**config.mk**
```make
export PLATFORM = sky130hd
export DESIGN_NAME = vga_fb_scanout
export DESIGN_NICKNAME = d
export VERILOG_FILES = /design/src/rtl/vga_fb_scanout.sv
export SDC_FILE = /design/constraint.sdc
export NUM_CORES = 1
export LEC_CHECK = 0
export CAP_MARGIN = 10
export CORE_MARGIN = 2
export CORE_UTILIZATION = 59
export DETAILED_ROUTE_END_ITERATION = 8
export PLACE_DENSITY = 0.85
export SYNTH_ARGS = -nofsm -noshare
export SYNTH_HDL_FRONTEND = slang
export SYNTH_SLANG_ARGS = --single-unit
```
**constraint.sdc**
```tcl
create_clock -name clk -period 4.6 [get_ports clk]
set_clock_uncertainty 0.1 [all_clocks]
set_input_delay 0.92 -clock clk [delete_from_list [all_inputs] [get_ports clk]]
set_output_delay 0.92 -clock clk [all_outputs]
set_load 0.1 [all_outputs]
```
**src/rtl/vga_fb_scanout.sv**
```systemverilog
// 640x480@60 VGA scanout of a 160x120 4bpp framebuffer.
// Drives the read port of the dual-port framebuffer RAM.
module vga_fb_scanout #(
   parameter int BASE_ADDR = 0,
   parameter int H_ACTIVE  = 640,
   parameter int H_FP      = 16,
   parameter int H_SYNC    = 96,
   parameter int H_BP      = 48,
   parameter int V_ACTIVE  = 480,
   parameter int V_FP      = 10,
   parameter int V_SYNC    = 2,
   parameter int V_BP      = 33
) (
   input  logic        clk,
   input  logic        reset_n,
   input  logic        enable,
   output logic [11:0] mem_address,
   output logic        mem_chipselect,
   input  logic [31:0] mem_readdata,
   output logic        vga_hs,
   output logic        vga_vs,
   output logic        vga_blank_n,
   output logic [7:0]  vga_r,
   output logic [7:0]  vga_g,
   output logic [7:0]  vga_b,
   output logic        frame_start
);

   typedef logic [9:0] cnt_t;

   localparam int H_TOT = H_ACTIVE + H_FP + H_SYNC + H_BP;
   localparam int V_TOT = V_ACTIVE + V_FP + V_SYNC + V_BP;

   localparam cnt_t H_LAST = cnt_t'(H_TOT - 1);
   localparam cnt_t H_PRE  = cnt_t'(H_TOT - 2);
   localparam cnt_t H_VIS  = cnt_t'(H_ACTIVE);
   localparam cnt_t H_WLIM = cnt_t'(H_ACTIVE - 32);
   localparam cnt_t HS_ON  = cnt_t'(H_ACTIVE + H_FP);
   localparam cnt_t HS_OFF = cnt_t'(H_ACTIVE + H_FP + H_SYNC);
   localparam cnt_t V_LAST = cnt_t'(V_TOT - 1);
   localparam cnt_t V_VIS  = cnt_t'(V_ACTIVE);
   localparam cnt_t VS_ON  = cnt_t'(V_ACTIVE + V_FP);
   localparam cnt_t VS_OFF = cnt_t'(V_ACTIVE + V_FP + V_SYNC);

   localparam logic [11:0] BASE   = 12'(BASE_ADDR);
   localparam logic [11:0] STRIDE = 12'(H_ACTIVE / 32);

   cnt_t        h_cnt;
   cnt_t        v_cnt;
   logic [11:0] line_base;
   logic        en_q;
   logic        fetch_q;
   logic [31:0] cur_word;
   logic [31:0] next_word;

   logic        h_wrap;
   logic        v_wrap;
   cnt_t        v_nxt;
   logic [11:0] base_nxt;
   logic        vis_line;
   logic        visible;
   logic        top;
   logic        en_cur;
   logic        pre_en;
   logic        fetch_first;
   logic        fetch_word;
   logic [31:0] wsel;
   logic [3:0]  nib;
   logic [23:0] rgb_d;

   function automatic logic [7:0] expand(input logic c, input logic i);
      if (c) return i ? 8'hFF : 8'hAA;
      return i ? 8'h55 : 8'h00;
   endfunction

   assign h_wrap   = (h_cnt == H_LAST);
   assign v_wrap   = (v_cnt == V_LAST);
   assign v_nxt    = v_wrap ? '0 : v_cnt + 10'd1;
   assign base_nxt = v_wrap ? BASE :
                     (v_cnt[1:0] == 2'd3) ? line_base + STRIDE :
                     line_base;
   assign vis_line = (v_cnt < V_VIS);
   assign visible  = vis_line && (h_cnt < H_VIS);
   assign top      = (h_cnt == '0) && (v_cnt == '0);

   // The frame's enable is decided at (0,0); line 0's first word is
   // prefetched on the last line, so that fetch follows the live input.
   assign en_cur = top ? enable : en_q;
   assign pre_en = v_wrap ? enable : en_q;

   assign fetch_first = (h_cnt == H_PRE) && (v_nxt < V_VIS) && pre_en;
   assign fetch_word  = en_q && vis_line && (h_cnt[4:0] == 5'd30) &&
                        (h_cnt < H_WLIM);

   always_comb begin
      mem_chipselect = 1'b0;
      mem_address    = line_base;
      unique case (1'b1)
         fetch_first: begin
            mem_chipselect = 1'b1;
            mem_address    = base_nxt;
         end
         fetch_word: begin
            mem_chipselect = 1'b1;
            mem_address    = line_base + {7'd0, h_cnt[9:5]} + 12'd1;
         end
         default: ;
      endcase
   end

   // At a word boundary the freshly fetched word is shown directly.
   assign wsel  = (h_cnt[4:0] == 5'd0) ? next_word : cur_word;
   assign nib   = wsel[{h_cnt[4:2], 2'b00} +: 4];
   assign rgb_d = (visible && en_cur) ?
                  {expand(nib[2], nib[3]),
                   expand(nib[1], nib[3]),
                   expand(nib[0], nib[3])} : 24'd0;

   always_ff @(posedge clk) begin
      if (!reset_n) begin
         h_cnt       <= '0;
         v_cnt       <= '0;
         line_base   <= BASE;
         en_q        <= 1'b0;
         fetch_q     <= 1'b0;
         cur_word    <= '0;
         next_word   <= '0;
         vga_hs      <= 1'b1;
         vga_vs      <= 1'b1;
         vga_blank_n <= 1'b0;
         vga_r       <= '0;
         vga_g       <= '0;
         vga_b       <= '0;
         frame_start <= 1'b0;
      end else begin
         h_cnt <= h_wrap ? '0 : h_cnt + 10'd1;
         if (h_wrap) begin
            v_cnt     <= v_nxt;
            line_base <= base_nxt;
         end
         if (top) en_q <= enable;
         fetch_q <= mem_chipselect;
         if (fetch_q) next_word <= mem_readdata;
         if (visible && (h_cnt[4:0] == 5'd0)) cur_word <= next_word;
         vga_hs      <= !((h_cnt >= HS_ON) && (h_cnt < HS_OFF));
         vga_vs      <= !((v_cnt >= VS_ON) && (v_cnt < VS_OFF));
         vga_blank_n <= visible;
         {vga_r, vga_g, vga_b} <= rgb_d;
         frame_start <= top;
      end
   end

endmodule
```
==> reports/qor.csv, run 1 <==
stage,metric,value,unit
final_layout,finalInstanceArea,6540,um2
critical_path,crit_family,simple AND/OR/NAND/NOR gates,
routing,m1WireLength,5700,um
synthesis,yosys_warnings,0,
timing,finalHoldViolations,0,
critical_path,path_buf_inv,1,
timing,slew-limit-headroom,33.0,%
final_layout,regArea,2180,um2
pwr,pwr-share-clk,35.8,%
floorplan,coreArea,9200,um2
cts,tritoncts,built,
floorplan,die_area,10300,um2
routing,detail-route-antenna-nets,0,
timing,drv_slew,0,
cts,cts_max_path_buffers,2,
placement,io_buffers,75,
floorplan,start_util,60.8,%
final_layout,final_util,71.2,%
critical_path,critPathMaxFanout,9,
final_layout,layout_commonest_cell,dfxtp_1,
cts,worstSkewPairLatency,0.40,ns
cts,cts_root_buf,clkbuf_8,
cts,cts_resized,0,
pwr,irDropWorstVdd,0.162,mV
routing,wl_met2,6900,um
routing,wl_met3,689,um
final_layout,n_antenna_cell,0,
run_status,status,"finished, final reports clean",
synthesis,synth_fp_nets,695,
critical_path,worstSetupPathType,flop to primary output,
pwr,swShare,27.2,%
final_layout,multiInputGateArea,3050,um2
placement,place.detailed.hpwl,9710,um
critical_path,critPathRequiredTime,3.58,ns
critical_path,startpoint,v_cnt[2],
synthesis,yosys.area_share.simple,23.3,%
final_layout,fillers,714,
pwr,switchingPower,456,uW
floorplan,die_w,101,um
routing,routedWlPerCell,16.9,um
pwr,powerDensity,256,nW/um2
timing,period_share,91.8,%
worst_hold_path,hold_class,flop to flop,
global_route,grt_usage,27.2,%
routing,post_drt_via_cell_ratio,5.96,
global_route,antenna_found_initial,0,
synthesis,muxShareOfSynthArea,9.13,%
critical_path,crit_path_cell_trace,nand3_1 > or3_1 > a221oi_2 > or3_1 > nand2_1 > a41oi_1 > buf_12,
pwr,p_seq_share,56.7,%
timing,rsz0062_at_grt,no,
routing,routed.top_layer,met4,
floorplan,ios,76,
floorplan,die_h,101,um
final_layout,drive_above_1_share,8.71,%
synthesis,synthesis.area,5590,um2
timing,tns,0,ns
run,drv_cap,0,
critical_path,crit_path_max_incr_delay,0.49,ns
pwr,p_int,1.22,mW
synthesis,synth_compound_area_share,16.8,%
timing,holdWs,0.373,ns
synthesis,yosys.area.top_type,dfxtp_1,
synthesis,synth.avg_cell_area,8.63,um2
synthesis,synth_xor_area_share,2.51,%
critical_path,regToRegStartpoint,h_cnt[4],
synthesis,synth_area_leaders,"dfxtp_1 39%, nand2_1 6.7%, mux2i_1 6.4%",
placement,placed_area,6330,um2
timing,tightest_slew,1.01,ns
cts,ctsHoldBuffers,0,
synthesis,synthAdderAreaFrac,2.82,%
cts,clk_pin_slew,0.11,ns
routing,drc,0,
synthesis,ys_seq_area_share,39.0,%
floorplan,rows,35,
pwr,leakage,2.18,nW
placement,place.gp.congestion,0.962,
synthesis,netlist_instances,648,
synthesis,synth-seq-cells,109,
pwr,power_frac_comb,7.5,%
global_route,gr-total-overflow,0,
critical_path,worstPathArrival,3.20,ns
critical_path,cpMaxStageDelayCell,dfxtp_1,
synthesis,synth.distinct_cells,63,
routing,drt-total-wl,13500,um
routing,firstDrtPassIters,5,
critical_path,cp-start-kind,flop,
worst_hold_path,holdCritStartpoint,cur_word[4],
synthesis,synth_ff_type,dfxtp_1,
critical_path,end_kind,primary output,
synthesis,async_reset_ff_share,0,%
cts,post-cts-setup-buffers,0,
routing,drtIter0Drc,275,
cts,clock_sinks,109,
synthesis,synth_top_area_share,39.0,%
global_route,grt_pass1_vias,4545,
critical_path,cpMostUsedCell,or3_1,
global_route,grt_max_degree,91,
timing,setup_viol,0,
final_layout,nets,731,
timing,fmax,237,MHz
final_layout,syn_to_final_growth,17.1,%
routing,num_vias,4769,
timing,min_period,4.22,ns
synthesis,synth_top_family_by_area,simple AND/OR/NAND/NOR gates,
cts,cts_inserted_buffers,9,
synthesis,synth_enable_flop_cells,0,
final_layout,most-common-layout-cells,"108 x dfxtp_1, 100 x nand2_1, 61 x clkdlybuf4s50_1",
cts,htreeDepth,3,
global_route,grt_pass1_wl,22200,um
pwr,power.total,1.68,mW
-- state kept, by name, indices dropped and copies added (netlist names), 2 cells and up --
signal / count
vga_g: 2
cur_word: 32
vga_r: 3
vga_b: 2
h_cnt: 10
line_base: 12
v_cnt: 10
next_word: 32
-- per-stage QoR --
step                      setup slack (ns)  cells
final                                0.375    800
after CTS                            0.458    800
after detailed placement             0.669    784
after global routing                 0.177    800
after global placement               0.692    784
after floorplan                     -0.549    648
-- synthesized netlist by cell type, types with 3 or more instances --
cell / n
nor2b_1: 37
o211ai_1: 3
nand3_1: 15
nand4_1: 11
a32oi_1: 6
nand2b_1: 6
a21oi_1: 10
a22oi_1: 5
nor3_1: 18
dfxtp_1: 109
and3_1: 3
buf_1: 3
nor4_1: 3
inv_1: 14
buf_2: 5
mux4_2: 4
o31ai_1: 7
or3_1: 6
nand2_1: 100
a31oi_1: 5
and2_1: 17
xnor2_1: 7
a211oi_1: 3
o21a_1: 5
mux2i_1: 36
xor2_1: 9
a21boi_0: 38
nor2_1: 35
mux2_2: 4
o21ai_0: 24
ha_1: 11
clkbuf_1: 32
buf_4: 17
-- metal layers --
| layer | track usage, % | vias to the layer above |
|---|---|---|
| met5 | 0 | - |
| met4 | 8.42 | 0 |
| met3 | 5.04 | 22 |
| met2 | 46.8 | 159 |
| met1 | 34.6 | 2271 |
| li1 | - | 2317 |
-- power by group through the flow --
stage	sequential, mW	combinational (mW)	clock (mW)
3_3_place_gp	0.973	0.124	0
6_report	0.951	0.126	0.600
3_5_place_dp	0.973	0.125	0
5_1_grt	0.952	0.136	0.645
2_1_floorplan	0.982	0.0618	0
4_1_cts	0.951	0.126	0.608
-- worst reg2reg max path, cell delays in order (launching register included) --
cell      delay, ns
dfxtp_1        0.68
nand4b_1       0.15
nor3_1         0.33
and2_1         0.52
nand2_1        0.36
o41ai_1        0.31
and2_1         0.17
-- worst paths after layout --
| check | end | depth (start not counted) | slack (ns) |
|---|---|---|---|
| max | mem_address[7] | 7 | 0.38 |
| max reg2reg | line_base[9] | 6 | 1.95 |
| min reg2reg | cur_word[4] | 2 | 0.37 |
| min | cur_word[4] | 2 | 0.37 |
-- cell type report --
type | instances | area share (%)
Clock inverter | 7 | 1.32
Timing Repair Buffer | 84 | 13.8
Tap cell | 111 | 2.12
Multi-Input combinational cell | 466 | 46.7
Inverter | 14 | 0.803
Clock buffer | 9 | 1.89
Sequential cell | 109 | 33.4
-- cell families after synthesis --
family	after synthesis
buffers and inverters	73
AND/OR/NAND/NOR	263
AO/OA/AOI/OAI	130
adder cells (fa/ha/maj)	12
XOR/XNOR	16
multiplexers	45
flip-flops	109
(Power assumes the default switching activity.)
==> run 2, diff against run 1 <==
--- a/config.mk
+++ b/config.mk
@@ -7,9 +7,9 @@
 export LEC_CHECK = 0
 export CAP_MARGIN = 10
 export CORE_MARGIN = 2
-export CORE_UTILIZATION = 59
+export CORE_UTILIZATION = 55
 export DETAILED_ROUTE_END_ITERATION = 8
-export PLACE_DENSITY = 0.85
+export PLACE_DENSITY = 0.8
 export SYNTH_ARGS = -nofsm -noshare
 export SYNTH_HDL_FRONTEND = slang
 export SYNTH_SLANG_ARGS = --single-unit
==> constraint.sdc (replaced) <==
create_clock -name clk -period 4.1 [get_ports clk]
set_clock_uncertainty 0.1 [all_clocks]
set_input_delay 0.82 -clock clk [delete_from_list [all_inputs] [get_ports clk]]
set_output_delay 0.82 -clock clk [all_outputs]
set_load 0.1 [all_outputs]
==> run 2 against run 1 <==
Effect of this change: clock-buffer cell count is 1 higher; worst hold slack worse by 0.00084 ns; setup slack worse by 0.21 ns; clock power is 9.7% higher; cell area is 1.9% higher; register-to-register slack worse by 0.80 ns; non-clock buffer count is 4 higher; die area is 7.0% higher; core utilization is 3.2 points lower; global-route usage is 1.7 points lower; flip-flop and latch count stayed put; first-iteration DRC count is 20% lower; critical endpoint unchanged; largest cell class unchanged.
==> reports/qor.csv, run 2 (synthesis gave the netlist of run 1 again) <==
stage,metric,value,unit,change
run_status,status,"finished, final reports clean",,
placement,io_buffers,75,,unchanged
critical_path,crit_path_max_incr_delay,0.48,ns,about the same
worst_hold_path,hold_class,flop to flop,,
global_route,grt_pass1_vias,4566,,+0.46%
critical_path,cpMaxStageDelayCell,dfxtp_1,,
cts,clk_pin_slew,0.10,ns,about the same
critical_path,end_kind,primary output,,
pwr,pwr-share-clk,35.2,%,-0.6 points
floorplan,die_w,105,um,+3.4%
pwr,power_frac_comb,7.6,%,about the same
timing,tightest_slew,0.989,ns,-0.0165 ns
floorplan,die_area,11000,um2,+7.0%
timing,fmax,254,MHz,
pwr,switchingPower,490,uW,+7.4%
final_layout,syn_to_final_growth,19.3,%,
placement,place.gp.congestion,0.928,,-3.5%
final_layout,n_antenna_cell,0,,unchanged
critical_path,critPathRequiredTime,3.18,ns,-0.40 ns
placement,placedCellCount,810,,+3.3%
global_route,antenna_found_initial,0,,unchanged
global_route,grt_max_degree,48,,-47%
routing,drtIter0Drc,220,,-20%
cts,tritoncts,built,,
cts,cts_inserted_buffers,9,,unchanged
pwr,swShare,26.2,%,-0.94 points
critical_path,worstPathArrival,3.01,ns,-0.19 ns
floorplan,start_util,56.9,%,-3.9 points
pwr,p_int,1.38,mW,+13%
floorplan,coreArea,9820,um2,+6.8%
critical_path,crit_path_cell_trace,nand3_1 > or3_1 > a221oi_2 > or3_4 > nand2_1 > a41oi_2 > buf_12,,
final_layout,nets,735,,+0.55%
cts,clock_sinks,109,,unchanged
final_layout,most-common-layout-cells,"107 x dfxtp_1, 100 x nand2_1, 61 x clkdlybuf4s50_1",,
routing,num_vias,4789,,+0.42%
timing,tns,0,ns,unchanged
final_layout,fin_cells,826,,+3.3%
pwr,p_seq_share,57.2,%,+0.5 points
cts,cts_max_path_buffers,2,,unchanged
floorplan,die_h,105,um,+3.4%
routing,routedWlPerCell,16.6,um,-1.6%
timing,slew-limit-headroom,33.9,%,+0.89 points
timing,period_share,95.9,%,
placement,place.detailed.hpwl,10000,um,+3.1%
timing,setup_viol,0,,unchanged
final_layout,layout_commonest_cell,dfxtp_1,,
timing,drv_slew,0,,unchanged
routing,detail-route-antenna-nets,0,,unchanged
timing,rsz0062_at_grt,no,,
critical_path,ff2ff_setup_slack,1.15,ns,-0.80 ns
cts,ctsHoldBuffers,0,,unchanged
timing,holdWs,0.372,ns,-0.000844 ns
final_layout,fillers,846,,+18%
cts,htreeDepth,3,,unchanged
pwr,leakage,2.20,nW,+1.2%
routing,drc,0,,unchanged
placement,post-place-ws,0.380,ns,-0.289 ns
global_route,gr-total-overflow,0,,unchanged
floorplan,rows,36,,+2.9%
run,drv_cap,0,,unchanged
critical_path,cp-start-kind,flop,,
routing,post_drt_via_cell_ratio,5.80,,-2.7%
timing,min_period,3.93,ns,
routing,firstDrtPassIters,5,,unchanged
final_layout,drive_above_1_share,9.96,%,+1.2 points
pwr,powerDensity,280,nW/um2,+9.2%
cts,worstSkewPairLatency,0.38,ns,-0.02 ns
timing,worst_slack,0.170,ns,-0.206 ns
critical_path,worstSetupPathType,flop to primary output,,
cts,cts_root_buf,clkbuf_8,,
global_route,grt_pass1_wl,22600,um,+1.9%
floorplan,ios,76,,unchanged
critical_path,critPathMaxFanout,9,,unchanged
critical_path,path_buf_inv,1,,unchanged
final_layout,reg.largest.list,"cur_word: 32 flops, next_word: 32 flops, line_base: 12 flops",,
critical_path,crit_family,simple AND/OR/NAND/NOR gates,,
global_route,grt_usage,25.5,%,-1.7 points
timing,finalHoldViolations,0,,unchanged
routing,drt-total-wl,13700,um,+1.6%
final_layout,final_util,67.9,%,-3.2 points
pwr,irDropWorstVdd,0.190,mV,+17%
## run 2: worst paths after layout
path	depth (start not counted)	from	to
worst max-delay path	7	v_cnt[2]	mem_address[7]
worst min-delay path	2	cur_word[31]	cur_word[31]
worst max register to register	7	h_cnt[0]	cur_word[22]
worst min register to register	2	cur_word[31]	cur_word[31]
## run 2: final cells by class
| cell class | instances | area [um2] | area share (%) |
|---|---|---|---|
| Timing Repair Buffer | 88 | 973 | 14.6 |
| Sequential cell | 109 | 2180 | 32.8 |
| Tap cell | 133 | 166 | 2.50 |
| Clock buffer | 10 | 138 | 2.06 |
| Inverter | 14 | 52.6 | 0.788 |
| Clock inverter | 6 | 63.8 | 0.957 |
| Multi-Input combinational cell | 466 | 3090 | 46.3 |
## run 2: power by group through the flow
stage / Sequential, mW / Combinational, mW / Clock [mW]
finish: 1.07 / 0.142 / 0.658
global route: 1.07 / 0.152 / 0.713
CTS: 1.07 / 0.141 / 0.665
global placement: 1.09 / 0.140 / 0
detailed placement: 1.09 / 0.141 / 0
floorplan: 1.10 / 0.0693 / 0
## run 2: layer usage
metal / track usage (%) / part of all wire, %
met4: 9.90 / 2.4
met1: 33.1 / 45
met5: 0 / 0
met2: 42.2 / 49
met3: 4.37 / 3.6
## run 2: through the flow
step	area [um2]	total power, mW
after floorplan	5620	1.17
after global placement	6460	1.23
after detailed placement	6460	1.23
after CTS	6660	1.87
after global routing	6670	1.93
final	6670	1.87
## run 2: worst register-to-register path, stage by stage (launching register included)
cell	delay, ns
dfxtp_1	0.36
inv_1	0.09
ha_1	0.21
or4b_2	0.69
nor3_2	0.77
buf_4	0.39
nand2_1	0.09
a21boi_0	0.16
## run 2: timing repair
| action | CTS | global route |
|---|---|---|
| gates resized for setup | 0 | 2 |
| endpoints found under the setup margin | 0 | 9 |
| setup buffers | 0 | 0 |
